`src/rtl/wcu.sv`:
```
// Write channel unit: routes one AXI write transaction at a time from the granted
// master to one of two slaves chosen by address, tracking beats and end of transaction.
module wcu #(
  parameter int unsigned                ADDR_WIDTH = 32,
  parameter logic [ADDR_WIDTH-1:0]      SLV1_BASE  = 32'h8000_0000
) (
  input  logic                  clk,
  input  logic                  rstn,
  input  logic [1:0]            mas_sel,
  input  logic [ADDR_WIDTH-1:0] awaddr,
  input  logic [7:0]            awlen,
  input  logic                  awvalid,
  input  logic                  wvalid,
  input  logic                  wlast,
  input  logic                  bready,
  input  logic                  awready_s0,
  input  logic                  awready_s1,
  input  logic                  wready_s0,
  input  logic                  wready_s1,
  input  logic                  bvalid_s0,
  input  logic                  bvalid_s1,
  input  logic [1:0]            bresp_s0,
  input  logic [1:0]            bresp_s1,
  output logic                  awvalid_s0,
  output logic                  awvalid_s1,
  output logic                  wvalid_s0,
  output logic                  wvalid_s1,
  output logic                  bready_s0,
  output logic                  bready_s1,
  output logic                  awready,
  output logic                  wready,
  output logic                  bvalid,
  output logic [1:0]            bresp,
  output logic [1:0]            slv_sel,
  output logic                  endtrans_1,
  output logic                  endtrans_2,
  output logic                  len_err
);

  typedef enum logic [2:0] {
    IDLE,
    ADDR,
    DATA,
    RESP,
    DONE
  } state_e;

  state_e     state_q;
  logic [1:0] owner_q;
  logic [1:0] slv_q;
  logic [7:0] len_q;
  logic [7:0] cnt_q;

  logic sel0, sel1;
  logic in_addr, in_data, in_resp, in_done;
  logic aw_hs, w_hs, b_hs;
  logic grant_ok;

  assign sel0    = (slv_q == 2'b01);
  assign sel1    = (slv_q == 2'b10);
  assign in_addr = (state_q == ADDR);
  assign in_data = (state_q == DATA);
  assign in_resp = (state_q == RESP);
  assign in_done = (state_q == DONE);

  // Routing is gated by registered state and the latched slave select, so the
  // unselected slave and every inactive channel stay at zero.
  assign awvalid_s0 = in_addr & sel0 & awvalid;
  assign awvalid_s1 = in_addr & sel1 & awvalid;
  assign awready    = in_addr & ((sel0 & awready_s0) | (sel1 & awready_s1));

  assign wvalid_s0  = in_data & sel0 & wvalid;
  assign wvalid_s1  = in_data & sel1 & wvalid;
  assign wready     = in_data & ((sel0 & wready_s0) | (sel1 & wready_s1));

  assign bready_s0  = in_resp & sel0 & bready;
  assign bready_s1  = in_resp & sel1 & bready;
  assign bvalid     = in_resp & ((sel0 & bvalid_s0) | (sel1 & bvalid_s1));
  assign bresp      = !in_resp ? 2'b00 :
                      sel0     ? bresp_s0 :
                      sel1     ? bresp_s1 : 2'b00;

  assign aw_hs = awvalid & awready;
  assign w_hs  = wvalid & wready;
  assign b_hs  = bvalid & bready;

  assign grant_ok = (mas_sel == 2'b01) || (mas_sel == 2'b10);

  assign slv_sel    = slv_q;
  assign endtrans_1 = in_done & (owner_q == 2'b01);
  assign endtrans_2 = in_done & (owner_q == 2'b10);
  assign len_err    = w_hs & wlast & (cnt_q != len_q);

  always_ff @(posedge clk or negedge rstn) begin
    if (!rstn) begin
      state_q <= IDLE;
      owner_q <= '0;
      slv_q   <= '0;
      len_q   <= '0;
      cnt_q   <= '0;
    end else begin
      case (state_q)
        IDLE: begin
          if (grant_ok && awvalid) begin
            owner_q <= mas_sel;
            slv_q   <= (awaddr >= SLV1_BASE) ? 2'b10 : 2'b01;
            len_q   <= awlen;
            cnt_q   <= '0;
            state_q <= ADDR;
          end
        end
        ADDR: begin
          if (aw_hs) state_q <= DATA;
        end
        DATA: begin
          if (w_hs) begin
            if (cnt_q != 8'hFF) cnt_q <= cnt_q + 8'd1;
            if (wlast) state_q <= RESP;
          end
        end
        RESP: begin
          if (b_hs) begin
            slv_q   <= '0;
            state_q <= DONE;
          end
        end
        DONE: begin
          owner_q <= '0;
          state_q <= IDLE;
        end
        default: state_q <= IDLE;
      endcase
    end
  end

endmodule

```
`config.mk`:
```
export PLATFORM = sky130hd
export DESIGN_NAME = wcu
export DESIGN_NICKNAME = d
export VERILOG_FILES = /design/src/rtl/wcu.sv
export SDC_FILE = /design/constraint.sdc
export NUM_CORES = 1
export LEC_CHECK = 0
export CORE_ASPECT_RATIO = 0.5
export CORE_MARGIN = 4
export CORE_UTILIZATION = 43
export DETAILED_ROUTE_END_ITERATION = 16
export GPL_TIMING_DRIVEN = 0
export MAX_ROUTING_LAYER = met4
export PLACE_DENSITY_LB_ADDON = 0.08
export SLEW_MARGIN = 15
export SYNTH_ARGS = -nofsm -noshare
export SYNTH_HDL_FRONTEND = slang
export SYNTH_SLANG_ARGS = --single-unit
```
`constraint.sdc`:
```
create_clock -name clk -period 4.9 [get_ports clk]
set_input_delay 1.225 -clock clk [delete_from_list [all_inputs] [get_ports clk]]
set_output_delay 1.225 -clock clk [all_outputs]
set_load 0.05 [all_outputs]
```
Yosys cells after proc, flatten, opt, wreduce, memory -nomap -nowiden
Index checks and enable logic that the tools add are counted.
{"block": "classes", "add_sub_neg": 1, "magnitude_cmp": 1, "eq_ne": 18, "mux": 19, "n_bitwise": 31, "reduce_logical": 11}
{"operator": "$ge A32 B32 Y1 const B", "count": 1}
{"operator": "$and A1 B1 Y1", "count": 28}
{"operator": "$mux W8", "count": 3}
{"operator": "$pmux W8 S2", "count": 1}
{"operator": "$mux W3", "count": 5}
{"operator": "$mux W2", "count": 7}
{"operator": "$pmux W3 S4", "count": 1}
{"operator": "$add A8 B1 Y8 const B", "count": 1}
{"operator": "$ne A2 B1 Y1 const B", "count": 4}
{"operator": "$ne A8 B8 Y1", "count": 1}
{"operator": "$ne A8 B8 Y1 const B", "count": 1}
{"operator": "$pmux W2 S2", "count": 2}
{"operator": "$eq A2 B1 Y1 const B", "count": 3}
{"operator": "$eq A2 B2 Y1 const B", "count": 3}
{"operator": "$eq A3 B2 Y1 const B", "count": 2}
{"operator": "$reduce_bool A2 Y1", "count": 3}
{"operator": "$reduce_and A5 Y1", "count": 1}
{"operator": "$ne A2 B2 Y1 const B", "count": 2}
{"operator": "$reduce_and A2 Y1", "count": 2}
{"operator": "$reduce_and A4 Y1", "count": 1}
{"operator": "$eq A3 B1 Y1 const B", "count": 1}
{"operator": "$eq A3 B3 Y1 const B", "count": 1}
{"operator": "$logic_not A3 Y1", "count": 1}
{"operator": "$or A1 B1 Y1", "count": 3}
{"operator": "other kinds (3)", "count": 3}
{"block": "word_totals", "register_bits": 23, "in_bits": 58, "out_inout_bits": 16}

Logic depth before layout (Yosys ltp)
Gate-level depths: netlist of run 1.
{"block": "logic_depth", "depth_word": 7, "depth_mapped": 6}

Worst setup path before layout of run 1
No wires, ideal clock.
{"block": "synth_timing", "path_kind": "input to output", "startpoint": "input awready_s0", "endpoint": "output awready", "arrival_ns": 2.534, "setup_slack_ns": 1.141, "cell_stages": 2, "path_buffers": 0, "path_cell_list": "nand3b_1 a211oi_1"}
{"block": "synth_via", "elab_chain_cells": 3}
{"item": "from (decl)", "line": "16", "text": "input logic awready_s0,"}
{"item": "$and A1 B1 Y1", "line": "70", "text": "assign awready = in_addr & ((sel0 & awready_s0) | (sel1 & awready_s1));"}
{"item": "$or A1 B1 Y1", "line": "70"}
{"item": "$and A1 B1 Y1", "line": "70"}
{"item": "to (decl)", "line": "30", "text": "output logic awready,"}
No other way between the ends.

Worst setup path after layout of run 1
{"block": "layout_timing", "startpoint": "input wvalid", "endpoint": "output len_err"}
{"block": "layout_via", "elab_chain_cells": 3}
{"item": "from (decl)", "line": "13", "text": "input logic wvalid,"}
{"item": "$and A1 B1 Y1", "line": "84", "text": "assign w_hs = wvalid & wready;"}
{"item": "$and A1 B1 Y1 (2 in a row)", "line": "92", "text": "assign len_err = w_hs & wlast & (cnt_q != len_q);"}
{"item": "to (decl)", "line": "37", "text": "output logic len_err"}
No other way between the ends.

==> flow_summary.ini, run 1 <==
[status]
outcome = finished, final reports clean

[detailed_routing]
wl_per_cell_um = 14.3
first_pass_iters = 4
drc_errors = 0
routed_via_density = 5.30
drt_iter0_drc = 43
via_count = 1342
ant_nets = 0
drt-total-wl_mm = 3.63

[logic_synthesis]
async_flop_share_pct = 100
synth_compound_area_share_pct = 17.2
synthMuxAreaShare_pct = 0
synth_cell_types = 40
ys.flop_type = dfrtp_1
synth_top_cell_area_share_pct = 38.6
yosys_register_bits = 23
synthSimpleGateAreaFrac_pct = 31.6
syn_avg_cell_area_um2 = 8.92
synth_edf_count = 0
syn_inst = 167
synth_area_um2 = 1490
synth_top_area_cell = dfrtp_1
synthXorXnorAreaFrac_pct = 5.29
yosys_warnings = 0
ys_top_cells_by_area = dfrtp_1 (39%), nand2_1 (9.1%), xor2_1 (5.3%)
yosys.area_share.adder_pct = 0.840
synth_nets = 226
ys_seq_area_share_pct = 38.6
synth_top_family_by_area = simple AND/OR/NAND/NOR gates

[floorplanning]
start_util_pct = 47.3
core_area_um2 = 3150
num_io_pins = 74
die_h_um = 49.6
die_area_um2 = 4530
row_count = 14
die_w_um = 91.3

[sta]
worst_slew_pin_slew_ps = 533
setup_viol_count_final = 0
fmax_ghz = 0.221
clock_skew_ps = 9.42
finalMaxSlewViolations = 0
fin_crit_ps = 4530
finalSetupTns_ps = 0
rsz0062_at_grt = false
hold_violations = 0
hold_ws_ps = 505
slew_headroom_pct = 64.5
fin_crit_sh_pct = 92.5

[cts]
cts_buffer_depth = 2
hold_buffers = 0
h-tree-depth = 1
cts_tree = yes
worstSkewPairLatency_ps = 270
post_cts_buffers = 0
clock-sinks = 23
cts_buffers = 3
clk_pin_slew_ps = 80
cts_resized = 0
clockRootBuffer = clkbuf_8

[power]
comb_power_share_pct = 8.7
p_sw_w = 0.0000743
netSwitchingFraction_pct = 21.8
power.share.sequential_pct = 55.7
vdd_ir_drop_max_v = 0.0000895
power_density_nw_per_um2 = 170
leakage_nw = 0.911
power.internal_w = 0.000266
power_frac_clock_pct = 35.6

[final_layout]
seq_area_um2 = 576
multiInputGateArea_um2 = 818
final_cell_mix = clkdlybuf4s50_1 (41), nand2_1 (36), dfrtp_1 (23), nor2_1 (15), xor2_1 (9)
drive_above_1_share_pct = 10.3
nFillCells = 276
num-nets-final = 273
antennaDiodeCount = 0
syn_to_final_growth_pct = 34.3
layout_commonest_cell = clkdlybuf4s50_1

[setup_path]
crit_path_end_kind = output port
critPathRequiredTime_ps = 3670
cp_max_fo = 10
startpoint_type = input pin
path_class = input pin to output port
crit_arrival_ps = 3310

[hold_path]
hold_path_class = register to register

[global_route]
gr-total-overflow = 0
grt_max_degree = 24
grt_pass1_vias = 1327
grt_pass1_wl_mm = 6.14
grt_use_total_pct = 17.4
antenna_found_initial = 0

[run]
maxCapViolCount = 0

[placed_design]
dpl.hpwl_mm = 2.74
io_buffers = 42
gp_congestion = 0.908
-- power groups by stage --
stage / Sequential, W / Clock, W / Combinational [W]
global placement: 0.000193 / 0 / 0.0000300
CTS: 0.000190 / 0.000125 / 0.0000305
floorplan: 0.000193 / 0 / 0.00000363
finish: 0.000190 / 0.000121 / 0.0000295
global route: 0.000190 / 0.000135 / 0.0000326
detailed placement: 0.000193 / 0 / 0.0000304
-- worst max-delay path, cell delays in order --
cell and delay [ps]:
clkdlybuf4s50_1 510, nand4bb_4 150, a21oi_4 190, buf_6 160, nand2_1 100, a21oi_1 140, clkdlybuf4s50_1 820
-- sequential cells by signal, indices dropped and copies added, names as in the netlist --
| register | cells |
|---|---|
| cnt_q | 8 |
| owner_q | 2 |
| slv_sel | 2 |
| len_q | 8 |
| state_q | 3 |
-- cell type report --
class / instances / area share (%)
well taps: 40 / 2.50
repair buffers: 42 / 20.7
clock buffers: 3 / 2.06
inverters: 2 / 0.375
plain buffers: 11 / 4.44
flip-flops and latches: 23 / 28.7
multi-input cells: 131 / 40.9
clock inverters: 1 / 0.250
-- stage by stage --
stage | utilization (%) | instances | total power [W] | setup slack (ps) | area (um2)
floorplan | - | 167 | 0.000197 | 1140 | 1490
global placement | 62.2 | 249 | 0.000223 | 367 | 1960
detailed placement | 62.2 | 249 | 0.000224 | 371 | 1960
CTS | 63.7 | 253 | 0.000345 | 366 | 2010
global route | 63.5 | 253 | 0.000357 | 305 | 2000
finish | 63.5 | 253 | 0.000340 | 369 | 2000
-- cell usage after synthesis (all sizes together), types with 4 or more instances --
| cell | count |
|---|---|
| nand3 | 4 |
| nand3b | 5 |
| nand2 | 36 |
| nor3b | 4 |
| a22oi | 5 |
| dfrtp | 23 |
| nand2b | 5 |
| nor2 | 15 |
| a21oi | 6 |
| a31oi | 6 |
| buf | 10 |
| xor2 | 9 |
| o21ai | 7 |
-- kinds of logic after synthesis --
| kind of cell | Yosys count |
|---|---|
| AND/OR/NAND/NOR | 86 |
| buffers and inverters | 13 |
| XOR/XNOR | 9 |
| adder cells (fa/ha/maj) | 1 |
| AO/OA/AOI/OAI | 35 |
| flip-flops | 23 |
-- per-layer routing --
layer,up-vias,share of wire (%),GRT usage (%)
met3,8,5.7,5.17
met2,46,44,26.4
li1,678,-,-
met1,610,49,22.8
met4,0,1.4,4.75
met5,-,0,-
-- final timing paths --
path                           from       end  slack (ps)  cells past startpoint
setup / recovery             wvalid   len_err         370                      7
hold / removal             len_q[7]  len_q[7]         500                      2
setup reg to reg           cnt_q[1]  cnt_q[7]        3300                      6
hold reg to reg            len_q[7]  len_q[7]         500                      2
max in group asynchronous      rstn  cnt_q[7]        3610                      1
min in group asynchronous      rstn  cnt_q[0]         920                      1
Power figures use the tool's default switching activity.
==> run 2, diff against run 1 <==
--- a/config.mk
+++ b/config.mk
@@ -5,11 +5,14 @@
 export SDC_FILE = /design/constraint.sdc
 export NUM_CORES = 1
 export LEC_CHECK = 0
+export CELL_PAD_IN_SITES_DETAIL_PLACEMENT = 1
+export CELL_PAD_IN_SITES_GLOBAL_PLACEMENT = 1
 export CORE_ASPECT_RATIO = 0.5
 export CORE_MARGIN = 4
-export CORE_UTILIZATION = 43
+export CORE_UTILIZATION = 31
 export DETAILED_ROUTE_END_ITERATION = 16
 export GPL_TIMING_DRIVEN = 0
+export HOLD_SLACK_MARGIN = 0.03
 export MAX_ROUTING_LAYER = met4
 export PLACE_DENSITY_LB_ADDON = 0.08
 export SLEW_MARGIN = 15
==> flow_summary.ini, run 2 (synthesized netlist as in run 1, its figures left out) <==
[status]
outcome = finished, final reports clean

[cts]
clockRootBuffer = clkbuf_8
clk_pin_slew_ps = 80
cts_buffer_depth = 2
cts_buffers = 3
h-tree-depth = 1
clock-sinks = 23
cts_resized = 0
cts_tree = yes
hold_buffers = 0
post_cts_buffers = 0
worstSkewPairLatency_ps = 270

[floorplanning]
row_count = 17
die_h_um = 57.0
die_area_um2 = 6050
core_area_um2 = 4510
num_io_pins = 74
start_util_pct = 33.0
die_w_um = 106

[sta]
fin_crit_sh_pct = 94.5
hold_violations = 0
clock_skew_ps = 4.70
worst_slew_pin_slew_ps = 535
slew_headroom_pct = 64.3
setup_viol_count_final = 0
fmax_ghz = 0.216
fin_crit_ps = 4630
rsz0062_at_grt = false
finalMaxSlewViolations = 0
hold_ws_ps = 506
finalSetupTns_ps = 0
fin_ws_ps = 268

[setup_path]
cp_max_fo = 10
startpoint_type = input pin
crit_arrival_ps = 3410
crit_top_cell = clkdlybuf4s50_1
crit_family = buffers and inverters
worst-path-buf-inv = 3
cp_slowest_stage_delay_ps = 820
slowest_stage = clkdlybuf4s50_1
crit_chain = clkdlybuf4s50_1 -> nand4bb_4 -> a21oi_4 -> buf_6 -> nand2_1 -> a21oi_1 -> clkdlybuf4s50_1
path_class = input pin to output port
critPathRequiredTime_ps = 3670
crit_path_end_kind = output port

[placed_design]
gp_congestion = 0.773
dpl.hpwl_mm = 3.29
dp_slack_ps = 255
io_buffers = 42

[final_layout]
syn_to_final_growth_pct = 36.4
final_cell_mix = clkdlybuf4s50_1 (41), nand2_1 (36), dfrtp_1 (23), nor2_1 (15), xor2_1 (9)
antennaDiodeCount = 0
num-nets-final = 273
utilization_pct = 45.1
layout_commonest_cell = clkdlybuf4s50_1
drive_above_1_share_pct = 9.86
reg_top3 = cnt_q x8, len_q x8, state_q x3

[detailed_routing]
dr_wl_met3_um = 237
via_count = 1379
wl_per_cell_um = 15.4
top_layer = met4
drt_iter0_drc = 21
ant_nets = 0
drt-met1-wl_mm = 2.07
drc_errors = 0
first_pass_iters = 4
routed_via_density = 4.94
wl_met2_mm = 1.95
drt-total-wl_mm = 4.29

[global_route]
grt_pass1_vias = 1491
grt_max_degree = 24
grt_use_total_pct = 15.5
antenna_found_initial = 0
gr-total-overflow = 0
grt_pass1_wl_mm = 7.28

[power]
power_frac_clock_pct = 35.2
comb_power_share_pct = 8.9
power_density_nw_per_um2 = 167
vdd_ir_drop_max_v = 0.0000864
power.internal_w = 0.000267
p_sw_w = 0.0000722
power.share.sequential_pct = 55.8
netSwitchingFraction_pct = 21.3
leakage_nw = 0.909

[hold_path]
hold_path_class = register to register

[run]
maxCapViolCount = 0
-- run 2: cell count changes in the layout (fill, tap and decap cells not counted), sizes merged --
cell / before / now
clkbuf: 4 / 5
clkinv: 1 / 0
-- run 2: metrics by stage --
step | total power (W) | instances | cell area (um2)
2_1_floorplan | 0.000197 | 167 | 1490
3_3_place_gp | 0.000224 | 275 | 1990
3_5_place_dp | 0.000224 | 275 | 1990
4_1_cts | 0.000345 | 279 | 2040
5_1_grt | 0.000354 | 279 | 2030
6_report | 0.000339 | 279 | 2030
-- run 2: layer usage --
layer	track usage, %	up-vias
met5	-	-
met2	25.2	35
met4	3.32	0
met1	19.8	666
met3	3.73	2
li1	-	676
-- run 2: layout make-up --
| cell class | count | area (um2) |
|---|---|---|
| Fill cell | 543 | 2480 |
| Multi-Input combinational cell | 131 | 818 |
| Sequential cell | 23 | 576 |
| Timing Repair Buffer | 42 | 415 |
| Buffer | 11 | 88.8 |
| Tap cell | 66 | 82.6 |
| Clock buffer | 4 | 45.0 |
| Inverter | 2 | 7.51 |
-- run 2: worst paths after layout --
path                          start       end  slack [ps]  depth (start not counted)
max in group asynchronous      rstn  cnt_q[7]        3610                          1
hold / removal             len_q[2]  len_q[2]         510                          2
setup / recovery             wvalid   len_err         270                          7
min in group asynchronous      rstn  cnt_q[0]         930                          1
setup reg to reg           cnt_q[1]  cnt_q[6]        3290                          6
hold reg to reg            len_q[2]  len_q[2]         510                          2
-- run 2: worst min-delay path, stage by stage, from the launching register on --
cell and delay (ps):
dfrtp_1 370, nand2_1 60, nand2_1 60
-- run 2: power by group through the flow --
stage / Clock [W] / Combinational (W) / Sequential, W
after global routing: 0.000131 / 0.0000335 / 0.000190
after global placement: 0 / 0.0000307 / 0.000193
after floorplan: 0 / 0.00000363 / 0.000193
after detailed placement: 0 / 0.0000310 / 0.000193
after CTS: 0.000124 / 0.0000313 / 0.000190
final: 0.000120 / 0.0000303 / 0.000190
==> run 3, diff against run 2 <==
--- a/config.mk
+++ b/config.mk
@@ -8,7 +8,7 @@
 export CELL_PAD_IN_SITES_DETAIL_PLACEMENT = 1
 export CELL_PAD_IN_SITES_GLOBAL_PLACEMENT = 1
 export CORE_ASPECT_RATIO = 0.5
-export CORE_MARGIN = 4
+export CORE_MARGIN = 10
 export CORE_UTILIZATION = 31
 export DETAILED_ROUTE_END_ITERATION = 16
 export GPL_TIMING_DRIVEN = 0
==> flow_summary.ini, run 3 (synthesized netlist as in run 1, its figures left out) <==
[status]
outcome = finished, final reports clean

[power]
netSwitchingFraction_pct = 21.8
leakage_nw = 0.909
power_density_nw_per_um2 = 168
p_sw_w = 0.0000743
power_frac_clock_pct = 35.7
power.share.sequential_pct = 55.5
vdd_ir_drop_max_v = 0.0000852
comb_power_share_pct = 8.8
power.internal_w = 0.000267

[final_layout]
final_cell_mix = clkdlybuf4s50_1 (41), nand2_1 (36), dfrtp_1 (23), nor2_1 (15), xor2_1 (9)
fin_area_um2 = 2030
drive_above_1_share_pct = 9.86
num-nets-final = 273
layout_commonest_cell = clkdlybuf4s50_1
nFillCells = 570
multiInputGateArea_um2 = 818
reg_top3 = cnt_q x8, len_q x8, state_q x3
syn_to_final_growth_pct = 36.4
antennaDiodeCount = 0
seq_area_um2 = 576

[cts]
clock-sinks = 23
worstSkewPairLatency_ps = 270
cts_tree = yes
cts_buffers = 3
clk_pin_slew_ps = 80
hold_buffers = 0
h-tree-depth = 1
cts_buffer_depth = 2
cts_resized = 0
post_cts_buffers = 0
clockRootBuffer = clkbuf_8

[global_route]
grt_use_total_pct = 11.1
grt_pass1_vias = 1483
grt_pass1_wl_mm = 7.38
antenna_found_initial = 0
gr-total-overflow = 0
grt-busiest-layer = met2
met3_usage_pct = 3.16
use_met2_pct = 17.1
grt_max_degree = 24
met1_usage_pct = 13.7

[placed_design]
dpl.hpwl_mm = 3.40
io_buffers = 42
gp_congestion = 0.779
placed_area_um2 = 1990

[setup_path]
rr_worst_depth = 5
reg2reg_from = state_q[1]
crit_arrival_ps = 3360
worstReg2RegEnd = cnt_q[1]
path_class = input pin to output port
reg2reg_setup_slack_ps = 3310
crit_path_end_kind = output port
startpoint_type = input pin
critPathRequiredTime_ps = 3670
cp_max_fo = 10

[sta]
slew_headroom_pct = 63.9
worst_slew_pin_slew_ps = 541
setup_viol_count_final = 0
fmax_ghz = 0.218
fin_crit_sh_pct = 93.5
hold_ws_ps = 502
finalMaxSlewViolations = 0
rsz0062_at_grt = false
hold_violations = 0
clock_skew_ps = 1.73
fin_crit_ps = 4580
finalSetupTns_ps = 0

[floorplanning]
core_area_um2 = 4510
die_area_um2 = 8150
row_count = 17
start_util_pct = 33.0
num_io_pins = 74
die_h_um = 69.0
die_w_um = 118

[detailed_routing]
first_pass_iters = 4
via_count = 1372
drt-total-wl_mm = 4.37
drc_errors = 0
routed_via_density = 4.92
ant_nets = 0
wl_per_cell_um = 15.6
drt_iter0_drc = 61

[hold_path]
whs_path_depth = 2
min_delay_worst_endpoint = len_q[2]
worstHoldStart = len_q[2]
hold_path_class = register to register

[run]
maxCapViolCount = 0
==> run 3: cell type report <==
cell class / count / share of cell area [%]
plain buffers: 11 / 4.37
clock buffers: 4 / 2.22
inverters: 2 / 0.369
multi-input cells: 131 / 40.2
flip-flops and latches: 23 / 28.3
well taps: 66 / 4.06
repair buffers: 42 / 20.4
==> run 3: layer usage <==
metal | vias to the layer above | wire, um
met3 | 4 | 200
met5 | - | 0
met4 | 0 | 46
li1 | 677 | -
met1 | 655 | 2180
met2 | 36 | 1940
==> run 3: metrics by stage <==
step                total power, W  setup slack [ps]  utilization, %  cells
floorplan                 0.000197              1140               -    167
global route              0.000353               175            45.1    279
CTS                       0.000347               290            45.2    279
finish                    0.000342               318            45.1    279
detailed placement        0.000224               294            44.2    275
global placement          0.000224               275            44.2    275
==> run 3: worst max path at each step <==
stage          startpoint  endpoint  slack, ps  depth (start not counted)
2_1_floorplan  awready_s0   awready       1140                          2
3_3_place_gp       wvalid   len_err        270                          7
3_5_place_dp       wvalid   len_err        290                          7
4_1_cts            wvalid   len_err        290                          7
5_1_grt            wvalid   len_err        180                          7
6_report           wvalid   len_err        320                          7
==> run 3: worst max-delay path, stage by stage <==
cell and delay, ps:
clkdlybuf4s50_1 500, nand4bb_4 160, a21oi_4 200, buf_6 160
nand2_1 130, a21oi_1 150, clkdlybuf4s50_1 820
==> run 3: power by group through the flow <==
stage / combinational (W) / sequential, W / clock (W)
after floorplan: 0.00000363 / 0.000193 / 0
after global placement: 0.0000306 / 0.000193 / 0
after detailed placement: 0.0000308 / 0.000193 / 0
after CTS: 0.0000310 / 0.000190 / 0.000126
after global routing: 0.0000329 / 0.000190 / 0.000131
final: 0.0000301 / 0.000190 / 0.000122
